## src/rtl/reaction_time_bcd_reader_if.sv

```systemverilog
// Start/busy/done handshake and data bus between game controller and BCD reader.
interface reaction_time_bcd_reader_if #(
  parameter int unsigned WIDTH  = 13,
  parameter int unsigned DIGITS = 4
);
  logic                    Start;
  logic [WIDTH-1:0]        In;
  logic                    Busy;
  logic                    Done;
  logic [4*DIGITS-1:0]     Digits;

  // Controller side: requests conversions and consumes the digits.
  modport master (
    output Start,
    output In,
    input  Busy,
    input  Done,
    input  Digits
  );

  // Reader side: accepts requests and publishes the BCD result.
  modport slave (
    input  Start,
    input  In,
    output Busy,
    output Done,
    output Digits
  );
endinterface

```

## src/rtl/reaction_time_bcd_reader.sv

```systemverilog
// Sequential double-dabble converter: reads the stored binary reaction time
// and produces packed BCD digits, one shift per clock.
module reaction_time_bcd_reader #(
  parameter int unsigned WIDTH  = 13,
  parameter int unsigned DIGITS = 4
) (
  input  logic                        Clock,
  input  logic                        CLR,
  reaction_time_bcd_reader_if.slave   bus
);

  localparam int unsigned BCD_W = 4 * DIGITS;
  localparam int unsigned CNT_W = $clog2(WIDTH + 1);

  typedef enum logic [1:0] {
    IDLE  = 2'd0,
    SHIFT = 2'd1,
    DONE  = 2'd2
  } state_t;

  state_t             state;
  logic [WIDTH-1:0]   bin;
  logic [BCD_W-1:0]   bcd;
  logic [CNT_W-1:0]   count;
  logic               busy_q;
  logic               done_q;
  logic [BCD_W-1:0]   digits_q;

  logic [BCD_W-1:0]   bcd_adj;
  logic [BCD_W-1:0]   bcd_next;

  // Add-3 correction on every digit in parallel, then shift in the next binary bit.
  always_comb begin
    bcd_adj = bcd;
    for (int unsigned i = 0; i < DIGITS; i++) begin
      if (bcd[4*i +: 4] >= 4'd5) begin
        bcd_adj[4*i +: 4] = bcd[4*i +: 4] + 4'd3;
      end
    end
    bcd_next = {bcd_adj[BCD_W-2:0], bin[WIDTH-1]};
  end

  // Control FSM with datapath and registered Busy/Done/Digits.
  always_ff @(posedge Clock) begin
    if (CLR) begin
      state    <= IDLE;
      bin      <= '0;
      bcd      <= '0;
      count    <= '0;
      busy_q   <= 1'b0;
      done_q   <= 1'b0;
      digits_q <= '0;
    end else begin
      case (state)
        IDLE: begin
          done_q <= 1'b0;
          if (bus.Start) begin
            bin    <= bus.In;
            bcd    <= '0;
            count  <= '0;
            busy_q <= 1'b1;
            state  <= SHIFT;
          end
        end
        SHIFT: begin
          bcd   <= bcd_next;
          bin   <= {bin[WIDTH-2:0], 1'b0};
          count <= count + CNT_W'(1);
          // Last shift: publish the result directly, skipping the bcd register.
          if (count == CNT_W'(WIDTH - 1)) begin
            digits_q <= bcd_next;
            busy_q   <= 1'b0;
            done_q   <= 1'b1;
            state    <= DONE;
          end
        end
        DONE: begin
          done_q <= 1'b0;
          state  <= IDLE;
        end
        default: begin
          busy_q <= 1'b0;
          done_q <= 1'b0;
          state  <= IDLE;
        end
      endcase
    end
  end

  assign bus.Busy   = busy_q;
  assign bus.Done   = done_q;
  assign bus.Digits = digits_q;

endmodule

```

## src/flat_wrapper.sv

```systemverilog
// flat-port wrapper written by rule: the top's interface ports become plain ports
module reaction_time_bcd_reader_flat 
#(
  parameter int unsigned WIDTH  = 13,
  parameter int unsigned DIGITS = 4
)
  (Clock, CLR, bus_Start, bus_In, bus_Busy, bus_Done, bus_Digits);
  reaction_time_bcd_reader_if #(.WIDTH(WIDTH), .DIGITS(DIGITS)) bus_i ();
  input  logic Clock;
  input  logic CLR;
  input wire logic [$bits(bus_i.Start)-1:0] bus_Start;
  input wire logic [$bits(bus_i.In)-1:0] bus_In;
  output wire logic [$bits(bus_i.Busy)-1:0] bus_Busy;
  output wire logic [$bits(bus_i.Done)-1:0] bus_Done;
  output wire logic [$bits(bus_i.Digits)-1:0] bus_Digits;
  assign bus_i.Start = bus_Start;
  assign bus_i.In = bus_In;
  assign bus_Busy = bus_i.Busy;
  assign bus_Done = bus_i.Done;
  assign bus_Digits = bus_i.Digits;
  reaction_time_bcd_reader #(.WIDTH(WIDTH), .DIGITS(DIGITS)) u_core (.Clock(Clock), .CLR(CLR), .bus(bus_i));
endmodule
```

## config.mk

```make
export PLATFORM = sky130hd
export DESIGN_NAME = reaction_time_bcd_reader_flat
export DESIGN_NICKNAME = d
export VERILOG_FILES = /design/src/rtl/reaction_time_bcd_reader_if.sv /design/src/rtl/reaction_time_bcd_reader.sv /design/src/flat_wrapper.sv
export SDC_FILE = /design/constraint.sdc
export NUM_CORES = 1
export LEC_CHECK = 0
export ABC_CLOCK_PERIOD_IN_PS = 1400
export BUFFER_PORTS_ARGS = -buffer_cell sky130_fd_sc_hd__buf_2
export CORE_MARGIN = 2
export CORE_UTILIZATION = 50
export DETAILED_ROUTE_END_ITERATION = 6
export GPL_TIMING_DRIVEN = 0
export PLACE_DENSITY = 0.73
export SLEW_MARGIN = 20
export SYNTH_ARGS = -nofsm -noshare
export SYNTH_HDL_FRONTEND = slang
export SYNTH_SLANG_ARGS = --single-unit
```

## constraint.sdc

```tcl
create_clock -name Clock -period 1.4 [get_ports Clock]
set_input_delay 0.28 -clock Clock [delete_from_list [all_inputs] [get_ports Clock]]
set_output_delay 0.28 -clock Clock [all_outputs]
set_load 0.03 [all_outputs]
```

==> impl.org, run 1 <==
** Yosys
- Summed over its instances, the top area cell type makes up between 40% and 50% of the synthesized netlist area.
- Share of synthesized area occupied by flip-flops and latches :: between 40% and 50%
- By count the netlist is led by sky130_fd_sc_hd__dfxtp_1 (53), sky130_fd_sc_hd__nor2_1 (33), sky130_fd_sc_hd__a21oi_1 (29), sky130_fd_sc_hd__inv_1 (19), sky130_fd_sc_hd__nand2_1 (16).
- Post-synthesis cell type count :: 44
- Summing every instance area after synthesis gives 2580 um2.
- Top flip-flop cell by instance count after synthesis :: sky130_fd_sc_hd__dfxtp_1
- Largest area contributor in the netlist :: sky130_fd_sc_hd__dfxtp_1
- Count of flip-flops with a built-in enable after synthesis :: 0
- Ranked by total cell area, the synthesized netlist is headed by sky130_fd_sc_hd__dfxtp_1 (41%), sky130_fd_sc_hd__a21oi_1 (5.6%), sky130_fd_sc_hd__ha_1 (4.9%).
- Cell with the most instances after synthesis :: sky130_fd_sc_hd__dfxtp_1
- Dividing the synthesized area by the synthesized cell count gives 9.28 um2.
- The number of nets in the synthesized netlist is 304.
- Synthesized flop and latch total :: 53
- For this run, asynchronously set or reset flops after synthesis account for 0%.
- The cell count after synthesis came out at 278.
- Synth warnings :: 0

** Power
- In this run the static leakage power is about 0.0013 uW.
- Total power :: 2730 uW
- For this design the total switching power over the nets is 698 uW.
- PD cells :: 824 nW/um2
- Switching share of total power :: 25.6%
- VDD sags by at most 595 uV.
- Combinational cell fraction of total power :: a little over a tenth
- The clock network burns 31.2% of the power.
- Registers are responsible for 57.9% of the overall power.
- Internal power component :: 2030 uW

** Timing
- Setup repair after global routing could not meet its margin everywhere.
- Setup violations remaining at the end of the flow were counted as 1.
- Derived from the worst setup path, the maximum achievable clock frequency is just over 700 MHz.
- Count of final hold-check violations :: 0
- The number of pins exceeding their max-slew limit in the final report came to 0.
- In the post-route analysis, the smallest setup slack over all paths is -0.00141 ns.
- Worst Max-Slew Pin Slew :: 0.640 ns
- Worst slew margin :: about 57%
- Between clock sinks in the finished design, the worst skew comes to roughly 0.013 ns.
- Share of the cycle needed by the critical path after routing :: 100%
- Final min period :: 1.40 ns
- Adding up every negative setup slack in the final design gives -0.00141 ns.

** Run
- Max-cap violations in this run came to 0.

** Global routing
- The number of global-route vias before repair came to slightly below 2,000.
- The first global-routing pass estimated 9570 um of wire.
- Total global routing overflow :: 0
- The number of antenna violations at the first check in global routing came to 0.
- GRT Total Usage :: 22.0%
- Maximum number of pins on one net before global-route repair :: 16

** Clocking
- Root buffer cell :: sky130_fd_sc_hd__clkbuf_8
- Clock Sink Count :: 53
- TritonCTS created 5 clock buffers.
- For this design, the CTS-stage hold fixing added 0 buffers.
- CTS tree :: done
- The clock passes through at most 2 buffers.
- The H-tree generated during clock tree synthesis spans 2 levels.
- For the worst-skew pair, the clock arrives at the later sink with an insertion delay of 0.31 ns.
- Clock-pin slew on the worst setup and hold paths :: 0.09 ns

** Floorplan
- Floorplan die area :: 5750 um2
- The region available for standard cell placement spans 5040 um2.
- Number of top-level pins :: 34
- Die Ht :: 75.8 um
- The floorplan step set the die width to 75.8 um.
- The floorplan has 26 rows.
- Starting density of the core :: 51.1%

** Cells and area
- Across the whole layout, storage elements account for 1080 um2.
- Total inserted antenna cells :: 0
- The post-route netlist has 42.3% of its cells at a drive strength greater than 1.
- Area added between synthesis and finish :: 28.4%
- Leaving out filler cells and counting taps, the final layout contains 403.
- Final-stage net count :: 358
- The filler cells instantiated in the layout total 409.
- Area used by multi-input combinational logic :: 1580 um2

** Detailed routing
- The count of nets left with antenna violations once routing finished came out at 0.
- Wire length reported by the detailed router :: ~6300 um
- Detailed-route via count :: roughly 2,200
- In this run, the number of DRC markers left after iteration 0 of detailed routing was 172.
- Post-route DRC violation count :: 0
- Drt via density :: 5.51
- Dividing the detail-routed wire length by the instance count gives 15.6 um.
- Number of iterations in the first detailed-routing pass :: 4

** Setup path
- Crit path kind :: reg2reg
- Nature of the critical path endpoint :: register
- Setup slack on the worst reg-to-reg path comes out at -0.001 ns.
- Crit path launch type :: register
- At the worst endpoint, the arrival time is 1.66 ns.
- At the worst endpoint, the required time is 1.65 ns.
- In this run the worst path has a maximum fanout of 4.

** Place
- RD Place Congestion :: roughly 0.84
- During placement, the flow inserted port buffers numbering 32.
- Inst Count DP :: 380
- HPWL Detailed :: 4010 um

** Run status
- Violations in the final reports :: negative setup slack
- Result of the run :: complete, but fails checks

** Hold path
- Class of the tightest hold or removal check :: in2reg
[power by group through the flow]
stage	sequential [uW]	combinational, uW	clock [uW]
after global placement	1610	262	0
after CTS	1580	288	858
final	1580	299	850
after detailed placement	1610	270	0
after global routing	1580	329	913
after floorplan	1610	194	0
[cell type report]
class                   count  share of cell area, %
plain buffers              17                   3.48
clock buffers               7                   2.30
clock inverters             1                  0.227
inverters                  20                   2.57
multi-input cells         189                   47.6
flip-flops and latches     53                   32.5
well taps                  70                   2.64
repair buffers             46                   8.73
[layout by cell type, fill, tap and decap left out, types with 2 or more instances in the layout]
master,count
sky130_fd_sc_hd__dfxtp_1,41
sky130_fd_sc_hd__buf_2,37
sky130_fd_sc_hd__nor2_1,32
sky130_fd_sc_hd__a21oi_1,26
sky130_fd_sc_hd__buf_4,15
sky130_fd_sc_hd__nand2_1,15
sky130_fd_sc_hd__o22ai_1,12
sky130_fd_sc_hd__dfxtp_2,12
sky130_fd_sc_hd__nor3b_1,11
sky130_fd_sc_hd__inv_1,10
sky130_fd_sc_hd__o221a_2,9
sky130_fd_sc_hd__ha_4,9
sky130_fd_sc_hd__o21ai_0,8
sky130_fd_sc_hd__clkbuf_1,7
sky130_fd_sc_hd__a211oi_2,7
sky130_fd_sc_hd__inv_2,6
sky130_fd_sc_hd__nand2b_4,6
sky130_fd_sc_hd__a22o_1,6
sky130_fd_sc_hd__a32o_1,5
sky130_fd_sc_hd__clkbuf_8,5
sky130_fd_sc_hd__inv_4,4
sky130_fd_sc_hd__buf_6,4
sky130_fd_sc_hd__a21oi_4,4
sky130_fd_sc_hd__mux2i_2,3
sky130_fd_sc_hd__xnor2_1,3
sky130_fd_sc_hd__a31o_2,3
sky130_fd_sc_hd__nor2_4,2
sky130_fd_sc_hd__nand2_2,2
sky130_fd_sc_hd__o31ai_4,2
sky130_fd_sc_hd__o31ai_1,2
sky130_fd_sc_hd__nor2b_1,2
[worst paths after layout]
| path | start | end | cells past startpoint |
|---|---|---|---|
| hold / removal | bus_In[0] | u_core.bin[0] | 4 |
| setup / recovery | u_core.bcd[5] | u_core.bus.Digits[6] | 6 |
| setup reg to reg | u_core.bcd[5] | u_core.bus.Digits[6] | 6 |
| hold reg to reg | u_core.bus.Done | u_core.bus.Done | 2 |
[registers in the layout, summed over array words and instances, names as in the netlist]
register           cells
u_core.bcd            16
u_core.bin            13
u_core.bus.Busy        1
u_core.bus.Digits     16
u_core.bus.Done        1
u_core.count           4
u_core.state           2
[metrics by stage]
stage | utilization, % | hold slack, ns | worst slack [ns] | instance area (um2)
2_1_floorplan | - | 0.448 | 0.00456 | 2580
6_report | 65.7 | 0.348 | -0.00141 | 3310
5_1_grt | 65.7 | 0.366 | -0.0752 | 3310
3_3_place_gp | 56.1 | 0.445 | -0.139 | 2830
4_1_cts | 62.0 | 0.355 | 0.000962 | 3130
3_5_place_dp | 56.1 | 0.446 | -0.183 | 2830
[routing by layer]
layer  routed length, um  vias to the layer above  GRT usage [%]  part of all wire, %
met2                3200                       54           38.4                   51
met1                2800                     1051           27.8                   45
met5                   0                        -              0                    0
li1                    -                     1107              -                    -
met3                 203                       10           3.70                  3.2
met4                  82                        0           6.63                  1.3
[kinds of logic (layout without fill, tap and decap cells)]
group	after synthesis	after routing	share of synthesized area, %
AOI/OAI and AO/OA	93	93	27.9
and+or+nand+nor	75	76	15.4
DFF	53	53	41.1
buffers and inverters	37	91	6.89
adders and majority gates	10	10	4.85
muxes	6	6	2.43
xor gates and xnor gates	4	4	1.36
[critical path: stages (launching register included)]
cell	delay, ns
sky130_fd_sc_hd__dfxtp_2	0.36
sky130_fd_sc_hd__inv_4	0.06
sky130_fd_sc_hd__ha_4	0.15
sky130_fd_sc_hd__nand2b_4	0.14
sky130_fd_sc_hd__a21oi_4	0.18
sky130_fd_sc_hd__mux2i_2	0.28
sky130_fd_sc_hd__a31o_2	0.18
[repair_timing]
item / CTS / global route
gates cloned: 2 / 0
setup buffers: 6 / 7
resized for setup: 35 / 34
pin swaps: 8 / 14
endpoints found under the setup margin: 30 / 29
endpoints found under the hold margin: 0 / 0
Power figures use the tool's default switching activity.
==> run 2: changes to the inputs <==
--- a/config.mk
+++ b/config.mk
@@ -7,12 +7,13 @@
 export LEC_CHECK = 0
 export ABC_CLOCK_PERIOD_IN_PS = 1400
 export BUFFER_PORTS_ARGS = -buffer_cell sky130_fd_sc_hd__buf_2
+export CORE_ASPECT_RATIO = 0.75
 export CORE_MARGIN = 2
 export CORE_UTILIZATION = 50
 export DETAILED_ROUTE_END_ITERATION = 6
 export GPL_TIMING_DRIVEN = 0
 export PLACE_DENSITY = 0.73
-export SLEW_MARGIN = 20
+export SLEW_MARGIN = 5
 export SYNTH_ARGS = -nofsm -noshare
 export SYNTH_HDL_FRONTEND = slang
 export SYNTH_SLANG_ARGS = --single-unit
==> constraint.sdc (replaced) <==
create_clock -name Clock -period 1.4 [get_ports Clock]
set_input_delay 0.14 -clock Clock [delete_from_list [all_inputs] [get_ports Clock]]
set_output_delay 0.14 -clock Clock [all_outputs]
set_load 0.03 [all_outputs]
==> run 2 against run 1 <==
The run still ends with negative setup slack left; fmax down 5.4%; die area grew 0.11%; design area is 4.2% higher; wire length up 9.6%; critical path type unchanged; critical endpoint is now u_core.bus.Digits[14]; largest cell class unchanged.
==> impl.org, run 2 (synthesis gave the netlist of run 1 again) <==
** Floorplan
- Die Ht :: 66.2 um (-13%)
- Die X-Extent :: 86.9 um (+15%)
- Floorplan die area :: 5750 um2 (+0.11%)
- The number of I/O pins was 34 (unchanged).
- The number of rows in the core area was 22 (-15%).
- The placeable core region came to 4930 um2 (-2.3%).
- The initial standard-cell utilization of the core is 52.3% (+1.2 points).

** Clocking
- Total clock buffers created by CTS :: 5 (unchanged)
- Clock Sink Count :: 53 (unchanged)
- CTS tree :: done
- The root buffer cell chosen for the clock tree is sky130_fd_sc_hd__clkbuf_8.
- The maximum level of the CTS H-tree came to 2 (unchanged).
- The clock transition at the registers of the reported paths was 0.10 ns (about the same).
- Insertion delay of the later-clocked pin in the worst-skew pair :: 0.30 ns (about the same)
- Count of hold buffers inserted by post-cts repair :: 0 (unchanged)
- Clock buffer depth :: 2 (unchanged)

** Timing
- Count of final hold-check violations :: 0 (unchanged)
- The worst hold slack after final layout is 0.203 ns (-0.145 ns).
- The total setup violations reported at the end of the flow came to 4 (+3).
- The clock period minus final worst setup slack is 1.48 ns (+0.0795 ns).
- Worst slew margin :: 55.8% (-1.5 points)
- The clock skew after layout came to 0.0110 ns (-0.00194 ns).
- Setup WS post-layout :: -0.0810 ns (-0.0795 ns)
- The ratio of final minimum period to clock period came to 106% (+5.7 points).
- Final number of max-transition violations :: 0 (unchanged)
- Unrepaired setup endpoints after global routing :: true
- Highest attainable clock frequency :: 675 MHz (-5.4%)
- Worst Max-Slew Pin Slew :: 0.663 ns (+0.0225 ns)

** Detailed routing
- The number of nets still failing antenna checks after routing came to 0 (unchanged).
- The via count normalized by instance count came to 5.77 (+4.7%).
- Wire length reported by the detailed router :: 6900 um (+9.6%)
- Post-route DRC violation count :: 0 (unchanged)
- The first-pass iteration count of the detailed router was 4 (unchanged).
- The starting DRC count in detailed routing was 158 (-8.1%).
- Post-DR wirelength/cell :: 17.1 um (+9.4%)
- Detailed-route via count :: 2,332 (+5.0%)

** Setup path
- Data arrival time at the worst-slack endpoint :: 1.71 ns (+0.05 ns)
- The largest fanout on the critical path came to 4 (unchanged).
- The most critical setup path has its startpoint at u_core.bcd[13].
- Cell depth of the worst flop-to-flop path :: 6 (unchanged)
- Crit path launch type :: register
- The required time of the worst setup path is 1.63 ns (-0.02 ns).
- R2R Path Start :: u_core.bcd[13]
- STA classifies the critical path endpoint as a register.
- Crit path kind :: reg2reg

** Global routing
- GRT Total Usage :: 23.3% (+1.2 points)
- The maximum number of pins on one net before global-route repair is 16 (unchanged).
- Initial antenna violation count :: 0 (unchanged)
- Global-route wire length before repair :: 10,300 um (+7.6%)
- The final global-route overflow total was 0 (unchanged).
- Vias in the first global route :: 2,094 (+5.8%)

** Place
- RD Place Congestion :: 0.799 (-5.2%)
- Number of port buffers :: 32 (unchanged)
- HPWL Detailed :: 3990 um (-0.37%)

** Power
- Total power :: 2860 uW (+4.9%)
- PD cells :: 829 nW/um2 (+0.69%)
- The total leakage power was 0.00140 uW (+7.2%).
- Peak ir drop on the vdd network :: 548 uV (-7.8%)

** Run status
- Result of the run :: complete, but fails checks
- Violations in the final reports :: negative setup slack

** Hold path
- In this run the worst hold path is classified as in2reg.
- Source of the worst hold timing path :: bus_In[0]
- The count of cells along the worst hold path came to 4 (unchanged).

** Cells and area
- Most frequent cells in the layout :: sky130_fd_sc_hd__dfxtp_1 (43), sky130_fd_sc_hd__buf_2 (39), sky130_fd_sc_hd__nor2_1 (31), sky130_fd_sc_hd__a21oi_1 (26), sky130_fd_sc_hd__buf_4 (23)
- Leaving out fill and tap cells, the most frequent cell in the layout is sky130_fd_sc_hd__dfxtp_1.
- Share of layout cells above drive strength 1 :: 46.2% (+3.9 points)
- Total inserted antenna cells :: 0 (unchanged)
- Share of the core filled with cells :: 70.0% (+4.3 points)
- Area added between synthesis and finish :: 33.8%
- The final-stage net count was 369 (+3.1%).

** Run
- Reported max-cap violation count :: 0 (unchanged)
==> run 2: routing by layer <==
layer / track usage (%) / share of wire [%] / up-vias
met4: 5.86 / 1.6 / 0
met3: 4.24 / 5.3 / 12
li1: - / - / 1121
met2: 37.1 / 48 / 65
met5: 0 / 0 / -
met1: 32.5 / 45 / 1134
==> run 2: critical path, stage by stage (launching register included) <==
cell	delay, ns
sky130_fd_sc_hd__dfxtp_2	0.36
sky130_fd_sc_hd__inv_4	0.06
sky130_fd_sc_hd__ha_4	0.15
sky130_fd_sc_hd__nand2b_4	0.14
sky130_fd_sc_hd__a21oi_4	0.18
sky130_fd_sc_hd__mux2_4	0.35
sky130_fd_sc_hd__o22ai_2	0.16
==> run 2: worst paths after layout <==
path                                         endpoint  slack, ns
worst max register to register  u_core.bus.Digits[14]      -0.08
worst min register to register        u_core.bus.Done       0.46
worst min-delay path                    u_core.bin[0]       0.20
worst max-delay path            u_core.bus.Digits[14]      -0.08
==> run 2: final cells by class <==
| type | instances | area, um2 |
|---|---|---|
| Buffer | 17 | 130 |
| Clock buffer | 7 | 96.3 |
| Clock inverter | 1 | 5.00 |
| Fill cell | 371 | 1480 |
| Inverter | 20 | 85.1 |
| Multi-Input combinational cell | 188 | 1610 |
| Sequential cell | 53 | 1080 |
| Tap cell | 60 | 75.1 |
| Timing Repair Buffer | 58 | 373 |
==> run 2: power by group <==
group          switching (uW)  total [uW]  internal [uW]  leakage [uW]
registers                33.1        1580           1550      0.000436
logic                     184         333            149      0.000912
clock network             499         948            448     0.0000542
==> run 2: what timing repair did <==
item | 4_1_cts | 5_1_grt
pin swaps | 7 | 16
setup buffers | 6 | 19
gates cloned | 1 | 0
resized for setup | 37 | 43
setup endpoints to repair | 28 | 30
==> run 2: per-stage QoR <==
stage	TNS, ns	instance area [um2]	std cells	setup WS (ns)
3_5_place_dp	-2.61	2820	370	-0.219
3_3_place_gp	-2.21	2820	370	-0.184
6_report	-0.173	3450	404	-0.0810
2_1_floorplan	0	2580	278	0.00456
4_1_cts	0	3100	385	0.0147
5_1_grt	-0.437	3450	404	-0.0759
==> run 3: changes to the inputs <==
--- a/config.mk
+++ b/config.mk
@@ -9,11 +9,13 @@
 export BUFFER_PORTS_ARGS = -buffer_cell sky130_fd_sc_hd__buf_2
 export CORE_ASPECT_RATIO = 0.75
 export CORE_MARGIN = 2
-export CORE_UTILIZATION = 50
+export CORE_UTILIZATION = 51
 export DETAILED_ROUTE_END_ITERATION = 6
 export GPL_TIMING_DRIVEN = 0
-export PLACE_DENSITY = 0.73
+export PLACE_DENSITY = 0.75
+export RECOVER_POWER = 25
 export SLEW_MARGIN = 5
 export SYNTH_ARGS = -nofsm -noshare
 export SYNTH_HDL_FRONTEND = slang
 export SYNTH_SLANG_ARGS = --single-unit
+export TNS_END_PERCENT = 1
==> run 3 against run 2 <==
The flow still finishes with violations (negative setup slack); count of clock-buffer cells in the layout stayed put; via count fell by 5.1%; design area is 7.9% lower; critical path type unchanged; fmax is 3.7% higher; first-iteration DRC count is 14% lower; wire length down 11%; setup slack better by 0.053 ns; combinational power down 11%.
==> impl.org, run 3 (synthesis gave the netlist of run 1 again) <==
** Run status
- Result of the run :: complete, but fails checks
- The checks that failed: negative setup slack.

** Clocking
- The number of buffers created by CTS is 5 (unchanged).
- TritonCTS built the clock tree.
- Clock Sink Count :: 53 (unchanged)
- The maximum level of the CTS H-tree was 2 (unchanged).
- Clock-pin slew on the worst setup and hold paths :: 0.09 ns (about the same)
- The latest clock arrival within the worst-skew pair came to 0.31 ns (about the same).
- Clock buffer depth :: 2 (unchanged)
- The root buffer cell chosen for the clock tree is sky130_fd_sc_hd__clkbuf_8.
- The total of hold buffers inserted after clock tree synthesis was 0 (unchanged).

** Detailed routing
- Post-route DRC violation count :: 0 (unchanged)
- Post-DR wirelength/cell :: 16.1 um (-5.7%)
- The starting DRC count in detailed routing was 136 (-14%).
- The overall via count from detail_route is 2,212 (-5.1%).
- Drt via density :: 5.78 (about the same)
- Antenna violation net count after detailed routing :: 0 (unchanged)
- Number of iterations in the first detailed-routing pass :: 4 (unchanged)
- The wire length reported by the detailed router came to 6170 um (-11%).

** Timing
- Setup Skew :: 0.00745 ns (-0.00354 ns)
- Setup repair after global routing could not meet its margin everywhere.
- Count of final hold-check violations :: 0 (unchanged)
- Setup WS post-layout :: -0.0276 ns (+0.0534 ns)
- The ratio of final minimum period to clock period came to 102% (-3.8 points).
- Worst hold-check slack :: 0.199 ns (-0.00347 ns)
- Worst Max-Slew Pin Slew :: 0.665 ns (+0.00245 ns)
- Final-report setup violation count :: 2 (-2)
- The headroom to the max-slew limit is 55.7% (-0.16 points).
- The number of pins exceeding their max-slew limit in the final report came to 0 (unchanged).
- Final min period :: 1.43 ns (-0.0534 ns)
- The highest clock frequency the design can meet came to 700 MHz (+3.7%).

** Place
- The number of buffer cells added on primary ports is 32 (unchanged).
- The half-perimeter wire length of the detailed placement result is 4040 um (+1.2%).
- RD Place Congestion :: 0.801 (+0.23%)

** Setup path
- STA classifies the critical path endpoint as a register.
- STA classifies the critical path startpoint as a register.
- Crit path kind :: reg2reg
- The required time of the worst setup path was 1.66 ns (+0.03 ns).
- Critical path fanouts, max :: 4 (unchanged)
- The arrival time at the worst endpoint came to 1.69 ns (-0.02 ns).

** Floorplan
- Starting density of the core :: 52.9% (+0.59 points)
- The overall die area came to 5650 um2 (-1.9%).
- Rows :: 22 (unchanged)
- The number of I/O pins came to 34 (unchanged).
- Placeable Area :: 4870 um2 (-1.1%)
- Die Ht :: 65.6 um (-0.93%)
- The die width was 86.1 um (-0.94%).

** Hold path
- The min-delay analysis places its worst path in the category in2reg.

** Cells and area
- The proportion of layout cells with a drive suffix above 1 is 35.3% (-11 points).
- Area added between synthesis and finish :: 23.1%
- Final-stage net count :: 348 (-5.7%)
- Total inserted antenna cells :: 0 (unchanged)
- The top cell types in the final layout, fill and taps aside, are sky130_fd_sc_hd__dfxtp_1 (46), sky130_fd_sc_hd__nor2_1 (31), sky130_fd_sc_hd__a21oi_1 (26), sky130_fd_sc_hd__buf_2 (24), sky130_fd_sc_hd__clkbuf_1 (18).
- The final core utilization came to 65.2% (-4.8 points).
- Most common cell after layout, fill and taps aside :: sky130_fd_sc_hd__dfxtp_1

** Global routing
- Global-route wire length before repair :: 10,000 um (-2.5%)
- Initial antenna violation count :: 0 (unchanged)
- Vias in the first global route :: 2,079 (-0.72%)
- Maximum number of pins on one net before global-route repair :: 16 (unchanged)
- The final global-route overflow total came to 0 (unchanged).
- The global-route usage over all layers is 22.7% (-0.59 points).

** Power
- The total leakage power is 0.00122 uW (-13%).
- The total power per unit cell area was 930 nW/um2 (+12%).
- Peak ir drop on the vdd network :: 546 uV (-0.34%)

** Run
- The reported max-cap violation count was 0 (unchanged).
run 3: cell types whose count changed in the layout (fill, tap and decap cells not counted), moves of 3 or more:
| cell | before | now |
|---|---|---|
| sky130_fd_sc_hd__buf_2 | 39 | 24 |
| sky130_fd_sc_hd__buf_4 | 23 | 5 |
| sky130_fd_sc_hd__clkbuf_1 | 4 | 18 |
| sky130_fd_sc_hd__dfxtp_1 | 43 | 46 |
run 3: per-layer routing:
| metal | vias to the layer above | share of wire, % | wire length (um) | track usage [%] |
|---|---|---|---|---|
| met1 | 1056 | 47 | 2920 | 31.6 |
| li1 | 1090 | - | - | - |
| met5 | - | 0 | 0 | 0 |
| met3 | 7 | 5.4 | 331 | 3.77 |
| met2 | 59 | 46 | 2840 | 35.8 |
| met4 | 0 | 1.3 | 78 | 7.54 |
run 3: worst paths after layout:
| kind | startpoint | to | slack (ns) | cells after the start |
|---|---|---|---|---|
| worst max register to register | u_core.bcd[5] | u_core.bus.Digits[6] | -0.03 | 6 |
| worst min register to register | u_core.bus.Done | u_core.bus.Done | 0.45 | 2 |
| worst min-delay path | bus_In[0] | u_core.bin[0] | 0.20 | 4 |
| worst max-delay path | u_core.bcd[5] | u_core.bus.Digits[6] | -0.03 | 6 |
run 3: worst max-delay path, stage by stage, from the launching register on:
cell	delay (ns)
sky130_fd_sc_hd__dfxtp_2	0.35
sky130_fd_sc_hd__inv_2	0.06
sky130_fd_sc_hd__ha_1	0.18
sky130_fd_sc_hd__nand2b_4	0.15
sky130_fd_sc_hd__a21oi_4	0.16
sky130_fd_sc_hd__mux2i_1	0.29
sky130_fd_sc_hd__a31o_2	0.19
run 3: metrics by stage:
step	cells	total power, uW	cell area, um2	TNS, ns	worst slack, ns
final	383	2950	3180	-0.0320	-0.0276
after global routing	383	3060	3180	-0.796	-0.0935
after CTS	378	2950	3060	-0.150	-0.0522
after detailed placement	370	1880	2820	-2.88	-0.182
after global placement	370	1880	2820	-1.81	-0.133
after floorplan	278	1800	2580	0	0.00456
run 3: final cells by class:
class,instances,area [um2]
Fill cell,400,1700
Tap cell,60,75.1
Clock buffer,7,86.3
Inverter,20,80.1
Clock inverter,1,30.0
Timing Repair Buffer,37,181
Sequential cell,53,1070
Multi-Input combinational cell,188,1530
Buffer,17,124
run 3: what timing repair did:
| item | in CTS | in global routing |
|---|---|---|
| buffers inserted | 0 | 5 |
| setup endpoints to repair | 28 | 31 |
| resized for setup | 34 | 25 |
| pin swaps | 5 | 9 |
run 3: power breakdown:
group	leakage, uW	internal (uW)	switching (uW)
Sequential	0.000434	1550	30.5
Combinational	0.000732	124	172
Clock	0.0000585	584	498
Total	0.00122	2250	700
